===== src/rtl/philv_mem_arbiter_pkg.sv =====
// Shared types and constants for the philosophy-v memory arbiter.
package philv_pkg;

  localparam int unsigned PHILV_XLEN = 32;
  localparam int unsigned PHILV_BE_W = 4;

  typedef enum logic [0:0] {
    ARB_IDLE = 1'b0,
    ARB_BUSY = 1'b1
  } arb_state_t;

  localparam logic OWN_IF = 1'b0;
  localparam logic OWN_DM = 1'b1;

endpackage


===== src/rtl/philv_mem_arbiter_if.sv =====
// IF/DM request ports and memory macro bus; slave = arbiter, master = core + memory.
interface philv_mem_arbiter_if
  import philv_pkg::*;
#(
  parameter int unsigned ADDR_W = PHILV_XLEN,
  parameter int unsigned DATA_W = PHILV_XLEN
);
  localparam int unsigned BE_W = DATA_W / 8;

  logic              if_req;
  logic [ADDR_W-1:0] if_addr;
  logic              if_gnt;
  logic              if_rvalid;
  logic [DATA_W-1:0] if_rdata;
  logic              dm_req;
  logic              dm_we;
  logic [ADDR_W-1:0] dm_addr;
  logic [DATA_W-1:0] dm_wdata;
  logic [BE_W-1:0]   dm_be;
  logic              dm_gnt;
  logic              dm_rvalid;
  logic [DATA_W-1:0] dm_rdata;
  logic              mem_en;
  logic              mem_we;
  logic [ADDR_W-1:0] mem_addr;
  logic [DATA_W-1:0] mem_wdata;
  logic [BE_W-1:0]   mem_be;
  logic [DATA_W-1:0] mem_rdata;

  modport master (
    output if_req, if_addr, dm_req, dm_we, dm_addr, dm_wdata, dm_be, mem_rdata,
    input  if_gnt, if_rvalid, if_rdata, dm_gnt, dm_rvalid, dm_rdata,
    input  mem_en, mem_we, mem_addr, mem_wdata, mem_be
  );

  modport slave (
    input  if_req, if_addr, dm_req, dm_we, dm_addr, dm_wdata, dm_be, mem_rdata,
    output if_gnt, if_rvalid, if_rdata, dm_gnt, dm_rvalid, dm_rdata,
    output mem_en, mem_we, mem_addr, mem_wdata, mem_be
  );

endinterface


===== src/rtl/philv_mem_arbiter_pick.sv =====
// Priority policy: DM wins unless the starvation guard has tripped with IF waiting.
module philv_arb_pick (
  input  logic if_req,
  input  logic dm_req,
  input  logic starve_hit,
  output logic grant_if,
  output logic grant_dm
);

  assign grant_dm = dm_req & ~(starve_hit & if_req);
  assign grant_if = if_req & (~dm_req | starve_hit);

endmodule


===== src/rtl/philv_mem_arbiter.sv =====
// Single-outstanding arbiter sharing one memory port between IF and DM.
// Optional perf wait counters are enabled by defining PHILV_ARB_PERF_EN.
module philv_mem_arbiter
  import philv_pkg::*;
#(
  parameter int unsigned ADDR_W     = PHILV_XLEN,
  parameter int unsigned DATA_W     = PHILV_XLEN,
  parameter int unsigned MEM_LAT    = 2,
  parameter int unsigned STARVE_MAX = 4
) (
  input  logic                clk,
  input  logic                rstb,
  philv_mem_arbiter_if.slave  bus
`ifdef PHILV_ARB_PERF_EN
  ,
  output logic [31:0]         perf_if_wait,
  output logic [31:0]         perf_dm_wait
`endif
);

  localparam int unsigned CntW = $clog2(MEM_LAT + 1);
  localparam int unsigned StW  = $clog2(STARVE_MAX + 1);

  localparam logic [0:0] StIdle = ARB_IDLE;
  localparam logic [0:0] StBusy = ARB_BUSY;

  logic [0:0]      state_q, state_d;
  logic [CntW-1:0] cnt_q, cnt_d;
  logic            owner_q, owner_d;
  logic            we_q, we_d;
  logic [StW-1:0]  starve_q, starve_d;

  logic idle, starve_hit, grant_if, grant_dm, done;

  // Grants only in IDLE and never while reset is asserted.
  assign idle       = (state_q == StIdle) && !rstb;
  assign starve_hit = (starve_q == StW'(STARVE_MAX));
  assign done       = (state_q == StBusy) && (cnt_q == CntW'(1)) && !rstb;

  philv_arb_pick u_pick (
    .if_req     (bus.if_req & idle),
    .dm_req     (bus.dm_req & idle),
    .starve_hit (starve_hit),
    .grant_if   (grant_if),
    .grant_dm   (grant_dm)
  );

  always_comb begin
    state_d = state_q;
    cnt_d   = cnt_q;
    owner_d = owner_q;
    we_d    = we_q;
    if (grant_if || grant_dm) begin
      state_d = StBusy;
      cnt_d   = CntW'(MEM_LAT);
      owner_d = grant_dm ? OWN_DM : OWN_IF;
      we_d    = grant_dm & bus.dm_we;
    end else if (state_q == StBusy) begin
      cnt_d = cnt_q - CntW'(1);
      if (done) state_d = StIdle;
    end
  end

  always_comb begin
    starve_d = starve_q;
    if (!bus.if_req || grant_if) begin
      starve_d = '0;
    end else if (grant_dm && !starve_hit) begin
      starve_d = starve_q + StW'(1);
    end
  end

  always_ff @(posedge clk) begin
    if (rstb) begin
      state_q  <= StIdle;
      cnt_q    <= '0;
      owner_q  <= OWN_IF;
      we_q     <= 1'b0;
      starve_q <= '0;
    end else begin
      state_q  <= state_d;
      cnt_q    <= cnt_d;
      owner_q  <= owner_d;
      we_q     <= we_d;
      starve_q <= starve_d;
    end
  end

  assign bus.if_gnt    = grant_if;
  assign bus.dm_gnt    = grant_dm;
  assign bus.mem_en    = grant_if | grant_dm;
  assign bus.mem_we    = grant_dm & bus.dm_we;
  assign bus.mem_addr  = grant_dm ? bus.dm_addr  : (grant_if ? bus.if_addr : ADDR_W'(0));
  assign bus.mem_wdata = grant_dm ? bus.dm_wdata : DATA_W'(0);
  assign bus.mem_be    = grant_dm ? bus.dm_be    : (grant_if ? '1 : '0);

  assign bus.if_rvalid = done && (owner_q == OWN_IF);
  assign bus.dm_rvalid = done && (owner_q == OWN_DM);
  assign bus.if_rdata  = bus.if_rvalid ? bus.mem_rdata : DATA_W'(0);
  assign bus.dm_rdata  = (bus.dm_rvalid && !we_q) ? bus.mem_rdata : DATA_W'(0);

`ifdef PHILV_ARB_PERF_EN
  always_ff @(posedge clk) begin
    if (rstb) begin
      perf_if_wait <= '0;
      perf_dm_wait <= '0;
    end else begin
      if (bus.if_req && !grant_if && (perf_if_wait != '1)) perf_if_wait <= perf_if_wait + 32'd1;
      if (bus.dm_req && !grant_dm && (perf_dm_wait != '1)) perf_dm_wait <= perf_dm_wait + 32'd1;
    end
  end
`endif

endmodule


===== src/flat_wrapper.sv =====
// flat-port wrapper written by rule: the top's interface ports become plain ports
module philv_mem_arbiter_flat import philv_pkg::*;
#(
  parameter int unsigned ADDR_W     = PHILV_XLEN,
  parameter int unsigned DATA_W     = PHILV_XLEN,
  parameter int unsigned MEM_LAT    = 2,
  parameter int unsigned STARVE_MAX = 4
)
  (clk, rstb, bus_if_req, bus_if_addr, bus_dm_req, bus_dm_we, bus_dm_addr, bus_dm_wdata, bus_dm_be, bus_mem_rdata, bus_if_gnt, bus_if_rvalid, bus_if_rdata, bus_dm_gnt, bus_dm_rvalid, bus_dm_rdata, bus_mem_en, bus_mem_we, bus_mem_addr, bus_mem_wdata, bus_mem_be);
  philv_mem_arbiter_if #(.ADDR_W(ADDR_W), .DATA_W(DATA_W)) bus_i ();
  input  logic clk;
  input  logic rstb;
  input wire logic [$bits(bus_i.if_req)-1:0] bus_if_req;
  input wire logic [$bits(bus_i.if_addr)-1:0] bus_if_addr;
  input wire logic [$bits(bus_i.dm_req)-1:0] bus_dm_req;
  input wire logic [$bits(bus_i.dm_we)-1:0] bus_dm_we;
  input wire logic [$bits(bus_i.dm_addr)-1:0] bus_dm_addr;
  input wire logic [$bits(bus_i.dm_wdata)-1:0] bus_dm_wdata;
  input wire logic [$bits(bus_i.dm_be)-1:0] bus_dm_be;
  input wire logic [$bits(bus_i.mem_rdata)-1:0] bus_mem_rdata;
  output wire logic [$bits(bus_i.if_gnt)-1:0] bus_if_gnt;
  output wire logic [$bits(bus_i.if_rvalid)-1:0] bus_if_rvalid;
  output wire logic [$bits(bus_i.if_rdata)-1:0] bus_if_rdata;
  output wire logic [$bits(bus_i.dm_gnt)-1:0] bus_dm_gnt;
  output wire logic [$bits(bus_i.dm_rvalid)-1:0] bus_dm_rvalid;
  output wire logic [$bits(bus_i.dm_rdata)-1:0] bus_dm_rdata;
  output wire logic [$bits(bus_i.mem_en)-1:0] bus_mem_en;
  output wire logic [$bits(bus_i.mem_we)-1:0] bus_mem_we;
  output wire logic [$bits(bus_i.mem_addr)-1:0] bus_mem_addr;
  output wire logic [$bits(bus_i.mem_wdata)-1:0] bus_mem_wdata;
  output wire logic [$bits(bus_i.mem_be)-1:0] bus_mem_be;
  assign bus_i.if_req = bus_if_req;
  assign bus_i.if_addr = bus_if_addr;
  assign bus_i.dm_req = bus_dm_req;
  assign bus_i.dm_we = bus_dm_we;
  assign bus_i.dm_addr = bus_dm_addr;
  assign bus_i.dm_wdata = bus_dm_wdata;
  assign bus_i.dm_be = bus_dm_be;
  assign bus_i.mem_rdata = bus_mem_rdata;
  assign bus_if_gnt = bus_i.if_gnt;
  assign bus_if_rvalid = bus_i.if_rvalid;
  assign bus_if_rdata = bus_i.if_rdata;
  assign bus_dm_gnt = bus_i.dm_gnt;
  assign bus_dm_rvalid = bus_i.dm_rvalid;
  assign bus_dm_rdata = bus_i.dm_rdata;
  assign bus_mem_en = bus_i.mem_en;
  assign bus_mem_we = bus_i.mem_we;
  assign bus_mem_addr = bus_i.mem_addr;
  assign bus_mem_wdata = bus_i.mem_wdata;
  assign bus_mem_be = bus_i.mem_be;
  philv_mem_arbiter #(.ADDR_W(ADDR_W), .DATA_W(DATA_W), .MEM_LAT(MEM_LAT), .STARVE_MAX(STARVE_MAX)) u_core (.clk(clk), .rstb(rstb), .bus(bus_i));
endmodule

===== config.mk =====
export PLATFORM = sky130hd
export DESIGN_NAME = philv_mem_arbiter_flat
export DESIGN_NICKNAME = d
export VERILOG_FILES = /design/src/rtl/philv_mem_arbiter_pkg.sv /design/src/rtl/philv_mem_arbiter_if.sv /design/src/rtl/philv_mem_arbiter_pick.sv /design/src/rtl/philv_mem_arbiter.sv /design/src/flat_wrapper.sv
export SDC_FILE = /design/constraint.sdc
export NUM_CORES = 1
export LEC_CHECK = 0
export CAP_MARGIN = 20
export CELL_PAD_IN_SITES_DETAIL_PLACEMENT = 0
export CELL_PAD_IN_SITES_GLOBAL_PLACEMENT = 1
export CORE_ASPECT_RATIO = 1.5
export CORE_UTILIZATION = 11
export DETAILED_ROUTE_END_ITERATION = 10
export GPL_TIMING_DRIVEN = 0
export PLACE_DENSITY = 0.86
export SKIP_LAST_GASP = 1
export SLEW_MARGIN = 20
export SYNTH_ARGS = -nofsm -noshare
export SYNTH_HDL_FRONTEND = slang
export SYNTH_SLANG_ARGS = --single-unit

===== constraint.sdc =====
create_clock -name clk -period 2.44 [get_ports clk]
set_input_delay 0.488 -clock clk [delete_from_list [all_inputs] [get_ports clk]]
set_output_delay 0.488 -clock clk [all_outputs]
set_load 0.03 [all_outputs]

==> impl_metrics.py, run 1 <==
metrics = {
    "status": {
        "status": "complete, no violations",
    },
    "placed_design": {
        "gp_congestion": 0.7753,
        "io_buffers": 274,
        "hpwl_mm": 8.829,
    },
    "routing": {
        "drt_iter0_drc": 28,
        "postRouteAntennaNets": 0,
        "drt_wl_total_mm": 10.37,
        "viasPerCell": 4.119,
        "drtPass1Iterations": 4,
        "wire_per_inst_um": 16.28,
        "vias": 2624,
        "drc": 0,
    },
    "timing": {
        "period_share_pct": 97.24,
        "timing.fmax_ghz": 0.4215,
        "hold_viol_final": 0,
        "setup_viol": 0,
        "tightest_slew_ns": 0.3267,
        "holdWs_ns": 0.4707,
        "clock_skew_ns": 0.002347,
        "slew_violations": 0,
        "period_needed_ns": 2.373,
        "rsz0062_at_grt": "yes",
        "maxSlewHeadroom_pct": 78.15,
    },
    "clocking": {
        "numCtsBuffers": 3,
        "clockRootBuffer": "clkbuf_16",
        "clk_pin_slew_ns": 0.04,
        "cts_tree": "done",
        "cts-htree-levels": 1,
        "cts.sinks": 8,
        "cts_buffer_depth": 2,
        "clk_latency_ns": 0.23,
    },
    "grt": {
        "overflow": 0,
        "grt_pass1_vias": 2801,
        "grt_pass1_wl_mm": 14.86,
        "antenna_found_initial": 3,
        "grt_usage_pct": 13.71,
        "grt_max_degree": 11,
    },
    "worst_setup_path": {
        "critPathKind": "flop to primary output",
        "cp_data_required_time_ns": 1.95,
        "setup.worst_path.start_class": "flop",
        "cp_max_fo": 10,
        "r2r_slack_ns": 0.98,
        "worst-endpoint-arrival_ns": 1.88,
        "end_kind": "primary output",
    },
    "pwr": {
        "ir_drop_mv": 0.1784,
        "powerDensity_nw_per_um2": 257.8,
        "power.leakage_nw": 1.968,
        "power_mw": 1.122,
    },
    "layout": {
        "drive_above_1_share_pct": 31.93,
        "area_growth_pct": 192.6,
        "fillerInstances": 1386,
        "fin_nets": 618,
    },
    "synthesis": {
        "synthesis.area_um2": 1488,
        "synth_edf_count": 0,
        "yosysUniqueCellTypes": 31,
        "ys_seq_area_share_pct": 10.77,
        "yosys_warnings": 0,
        "synth-async-reset-ratio_pct": 0,
        "syn-mean-instance-area_um2": 7.552,
        "synthCells": 197,
        "synth_ff_type": "dfxtp_1",
        "syn_nets": 337,
        "synth_seq_cells": 8,
    },
    "floorplan": {
        "die_w_um": 96.96,
        "coreArea_um2": 13080,
        "io_pins": 275,
        "design.die.area_um2": 14000,
        "dieHeight_um": 144.4,
        "row_count": 51,
        "start_util_pct": 11.37,
    },
    "hold_path": {
        "hold_path_class": "flop to flop",
    },
    "job": {
        "cap_violations": 0,
    },
}
==> stage by stage <==
stage	setup WS, ns	instance area [um2]	util, %	TNS (ns)	instances
global placement	-0.7941	4429	33.86	-85.80	630
CTS	-0.03397	4443	33.96	-0.1355	634
detailed placement	-0.8033	4429	33.86	-86.19	630
global route	-0.01059	4350	33.26	-0.02170	636
finish	0.06731	4353	33.28	0	637
floorplan	0.3714	1488	-	0	197
==> report_power, final <==
| part | internal, mW | switching (mW) | total, mW |
|---|---|---|---|
| registers | 0.144 | 0.0102 | 0.154 |
| logic | 0.360 | 0.334 | 0.694 |
| clock network | 0.211 | 0.0634 | 0.275 |
==> worst max-delay path: stages (launching register included) <==
cell and delay [ns]:
dfxtp_1 0.33, inv_1 0.05, ha_1 0.21, and4b_1 0.20
and2b_2 0.25, buf_4 0.18, and2_1 0.15, clkdlybuf4s18_2 0.29
==> final timing paths <==
check	start	endpoint	cells after the start
max	u_core.cnt_q[1]	bus_dm_rdata[19]	7
max reg2reg	u_core.starve_q[0]	u_core.starve_q[1]	6
min	u_core.starve_q[1]	u_core.starve_q[1]	2
min reg2reg	u_core.starve_q[1]	u_core.starve_q[1]	2
==> layout make-up <==
class / instances / area [um2] / share of cell area, %
repair buffers: 276 / 2552 / 58.64
clock buffers: 3 / 75.07 / 1.725
multi-input cells: 166 / 1180 / 27.11
diodes: 2 / 5.005 / 0.1150
inverters: 4 / 15.01 / 0.3449
well taps: 159 / 198.9 / 4.570
plain buffers: 19 / 163.9 / 3.765
flip-flops and latches: 8 / 162.7 / 3.737
==> synth_stat cells (all sizes together) (2+ instances only) <==
library cell | count | area share, %
and2 | 98 | 41
a22o | 33 | 19
clkbuf | 2 | 0.50
ha | 3 | 2.5
a21oi | 2 | 0.67
buf | 17 | 9.1
inv | 4 | 1.0
and3 | 2 | 1.2
dfxtp | 8 | 11
nor2 | 4 | 1.0
nand2 | 2 | 0.50
a21o | 5 | 2.5
==> logic make-up after synthesis <==
family	count (synthesis)	share of synthesized area (%)
flip-flops	8	10.77
XOR/XNOR	1	0.5888
AND/OR/NAND/NOR	118	49.96
adder cells (fa/ha/maj)	3	2.523
buffers and inverters	23	10.60
AO/OA/AOI/OAI	44	25.57
==> registers in the layout, indices dropped and copies added, names as in the netlist <==
signal           flops
u_core.starve_q      3
u_core.cnt_q         2
u_core.owner_q       1
u_core.state_q       1
u_core.we_q          1
==> layout by cell type (no fill, tap or decap), types with 3 or more instances in the layout <==
master,count
dfxtp_1,6
dlygate4sd2_1,11
nor2_1,3
and2_1,98
clkdlybuf4s18_2,5
buf_2,48
clkdlybuf4s50_1,135
clkdlybuf4s15_2,59
clkbuf_16,3
buf_6,9
buf_4,8
clkbuf_2,9
a21o_1,5
clkdlybuf4s15_1,10
a22o_1,33
inv_1,4
==> metal layers <==
layer	up-vias	wire length, um	track usage, %
met5	-	13	0
met4	2	129	2.985
met3	9	1312	5.268
met2	225	5812	29.58
met1	1156	3103	11.40
li1	1232	-	-
==> repair_timing <==
action,CTS,global route
resized for setup,461,41
pin swaps,1,1
buffers inserted,1,1
hold buffers,0,0
endpoints found under the setup margin,138,114
Note: power is estimated with default switching activity, not from simulation.
==> run 2, diff against run 1 <==
--- a/config.mk
+++ b/config.mk
@@ -5,14 +5,15 @@
 export SDC_FILE = /design/constraint.sdc
 export NUM_CORES = 1
 export LEC_CHECK = 0
+export ABC_AREA = 1
 export CAP_MARGIN = 20
 export CELL_PAD_IN_SITES_DETAIL_PLACEMENT = 0
 export CELL_PAD_IN_SITES_GLOBAL_PLACEMENT = 1
 export CORE_ASPECT_RATIO = 1.5
-export CORE_UTILIZATION = 11
+export CORE_UTILIZATION = 10
 export DETAILED_ROUTE_END_ITERATION = 10
 export GPL_TIMING_DRIVEN = 0
-export PLACE_DENSITY = 0.86
+export PLACE_DENSITY = 0.85
 export SKIP_LAST_GASP = 1
 export SLEW_MARGIN = 20
 export SYNTH_ARGS = -nofsm -noshare
==> run 2 against run 1 <==
Worst setup slack gained 0.056 ns. Count of clock-buffer cells in the layout did not move. Register-to-register slack improved by 0.08 ns. Clock skew shrank 0.0021 ns. Synthesized area up 4.7%. Clock power is essentially flat. Global-route usage is 3.2 points lower. First-iteration DRC count grew to 3.5 times the previous value. Total power grew 25%. Fmax grew 2.4%. Worst hold slack lost 0.0085 ns. Die area grew 15%. Highest routed layer unchanged.
==> impl_metrics.py, run 2 <==
metrics = {
    "timing": {
        "tightest_slew_ns": 0.3321,
        "period_share_pct": 94.94,
        "maxSlewHeadroom_pct": 77.79,
        "hold_viol_final": 0,
        "period_needed_ns": 2.317,
        "fin_ws_ns": 0.1235,
        "clock_skew_ns": 0.0002660,
        "holdWs_ns": 0.4622,
        "rsz0062_at_grt": "yes",
        "timing.fmax_ghz": 0.4317,
        "slew_violations": 0,
        "setup_viol": 0,
    },
    "placed_design": {
        "gp_congestion": 0.7451,
        "place_ws_ns": -0.6091,
        "hpwl_mm": 7.612,
        "io_buffers": 273,
    },
    "worst_setup_path": {
        "crit_family": "buffers and inverters",
        "end_kind": "primary output",
        "cp_max_fo": 10,
        "crit_path_end": "bus_mem_addr[3]",
        "worst-path-stages": 11,
        "startpoint": "u_core.starve_q[0]",
        "critPathMostFrequentCell": "buf_4",
        "r2r_slack_ns": 1.06,
        "setup.worst_path.start_class": "flop",
        "cp_data_required_time_ns": 1.95,
        "path_cells": "inv_1 > ha_1 > nand2_2 > nand3_4 > buf_4 > nand2_8 > inv_4 > buf_4 > nand2_1 > nand2_1 > buf_4",
        "r2r.worst_path.cells": 8,
        "path_buf_inv": 5,
        "worst-endpoint-arrival_ns": 1.83,
        "r2r-end": "u_core.starve_q[0]",
        "critPathMaxStageDelay_ns": 0.33,
        "cpMaxStageDelayCell": "dfxtp_2",
        "critPathKind": "flop to primary output",
        "crit-reg2reg-launch": "u_core.starve_q[0]",
    },
    "floorplan": {
        "row_count": 55,
        "coreArea_um2": 15140,
        "dieHeight_um": 154.9,
        "die_w_um": 103.9,
        "io_pins": 275,
        "design.die.area_um2": 16090,
        "start_util_pct": 10.29,
    },
    "synthesis": {
        "yosysUniqueCellTypes": 21,
        "ys_seq_area_share_pct": 10.28,
        "syn-mean-instance-area_um2": 4.476,
        "synth_seq_cells": 8,
        "yosys.area.top_type_share_pct": 29.16,
        "synth_area_leader_cell": "nand2_1",
        "yosys_warnings": 0,
        "syn_nets": 488,
        "synthesis.area_um2": 1558,
        "synthTopCellsByCount": "nand2_1, nor2_1, inv_1",
        "synthCells": 348,
        "synth_area_leaders": "nand2_1, nor2_1, inv_1",
        "synth_ff_type": "dfxtp_1",
        "synth-async-reset-ratio_pct": 0,
        "synth_edf_count": 0,
        "synth.most_common_cell": "nand2_1",
    },
    "routing": {
        "drtPass1Iterations": 4,
        "viasPerCell": 3.532,
        "vias": 2928,
        "drt_iter0_drc": 99,
        "drc": 0,
        "wire_per_inst_um": 10.77,
        "drt_wl_total_mm": 8.927,
        "postRouteAntennaNets": 0,
    },
    "grt": {
        "grt_max_degree": 11,
        "overflow": 0,
        "grt_usage_pct": 10.50,
        "grt_pass1_wl_mm": 13.54,
        "grt_pass1_vias": 2805,
        "antenna_found_initial": 2,
    },
    "pwr": {
        "power.leakage_nw": 2.500,
        "p_int_uw": 770.7,
        "power_switching_uw": 631.2,
        "power_frac_comb_pct": 68.6,
        "powerDensity_nw_per_um2": 334.7,
        "seqPwrFrac_pct": 11.5,
        "swShare_pct": 45.03,
        "ir_drop_mv": 0.1917,
        "clkPwrFrac_pct": 19.8,
    },
    "layout": {
        "reg_top3": "u_core.starve_q: 3 flops, u_core.cnt_q: 2 flops",
        "largest_register_ffs": 3,
        "final_cell_mix": "clkdlybuf4s50_1, nand2_1, nor2_1",
        "final_common_cell": "clkdlybuf4s50_1",
        "fin_nets": 771,
        "area_growth_pct": 168.9,
        "drive_above_1_share_pct": 26.07,
        "regMostFlops": "u_core.starve_q",
    },
    "clocking": {
        "clk_pin_slew_ns": 0.04,
        "numCtsBuffers": 3,
        "clk_latency_ns": 0.23,
        "cts_tree": "done",
        "cts-htree-levels": 1,
        "cts_buffer_depth": 2,
        "clockRootBuffer": "clkbuf_16",
        "postCtsHoldBufs": 0,
        "cts.sinks": 8,
    },
    "hold_path": {
        "hold_path_class": "flop to flop",
        "holdPathStages": 2,
        "hold_path.startpoint": "u_core.we_q",
    },
    "job": {
        "cap_violations": 0,
    },
    "status": {
        "status": "complete, no violations",
    },
}
## run 2: cell count changes after synthesis, moves of 4 or more
cell	previous run	this run
inv_1	4	77
a22o_1	33	0
buf_6	8	4
a21o_1	5	0
nor2_1	4	100
and2_1	98	0
nand2_1	2	121
## run 2: what timing repair did
| item | CTS | global route |
|---|---|---|
| pin swaps | 1 | 2 |
| setup endpoints to repair | 134 | 135 |
| setup buffers | 0 | 4 |
| gates cloned | 1 | 0 |
| gates resized for setup | 413 | 149 |
| hold endpoints to repair | 0 | 0 |
## run 2: how the worst min path moves through the flow
| stage | to | slack, ns |
|---|---|---|
| 2_1_floorplan | u_core.we_q | 0.44 |
| 3_3_place_gp | u_core.we_q | 0.46 |
| 3_5_place_dp | u_core.we_q | 0.46 |
| 4_1_cts | u_core.we_q | 0.47 |
| 5_1_grt | u_core.cnt_q[1] | 0.48 |
| 6_report | u_core.we_q | 0.46 |
## run 2: area by class of cell
cell class	count	area (um2)
Fill cell	1770	10950
Buffer	17	128.9
Clock buffer	3	75.07
Sequential cell	8	161.4
Timing Repair Buffer	278	2235
Multi-Input combinational cell	243	1032
Inverter	80	305.3
Tap cell	199	249.0
Antenna cell	1	2.502
## run 2: power groups by stage
stage	clock, mW	sequential, mW	combinational, mW
global route	0.293	0.163	1.04
floorplan	0	0.160	0.503
detailed placement	0	0.163	1.04
finish	0.278	0.161	0.962
CTS	0.285	0.161	0.966
global placement	0	0.162	1.04
## run 2: worst register-to-register path: stages (launching register included)
cell	delay, ns
dfxtp_2	0.33
inv_1	0.06
ha_1	0.20
nand2_2	0.12
nand3_4	0.11
buf_4	0.18
nand2_8	0.08
nand2_1	0.10
a21oi_1	0.12
## run 2: cell families (layout without fill, tap and decap cells)
| group | Yosys count | count (layout) | synth area share [%] |
|---|---|---|---|
| buffers and inverters | 97 | 378 | 26.26 |
| AOI/OAI and AO/OA | 9 | 9 | 3.293 |
| DFF | 8 | 8 | 10.28 |
| and+or+nand+nor | 231 | 231 | 57.75 |
| adders and majority gates | 3 | 3 | 2.410 |
| other | 0 | 1 | 0 |
## run 2: per-layer routing
metal	vias up	part of all wire [%]	track usage (%)
met2	174	54	21.17
met5	-	0.19	0
met1	1207	35	10.12
met4	2	1.0	2.109
met3	11	9.9	3.603
li1	1534	-	-
## run 2: through the flow
step                      utilization [%]    TNS [ns]  area (um2)  power [mW]  instances
final                               27.67           0        4189       1.402        829
after floorplan                         -           0        1558      0.6626        348
after detailed placement            29.98      -40.00        4539       1.203        820
after global routing                27.65  -0.0005238        4187       1.501        828
after CTS                           28.69     -0.2318        4343       1.412        824
after global placement              29.98      -38.40        4539       1.203        820
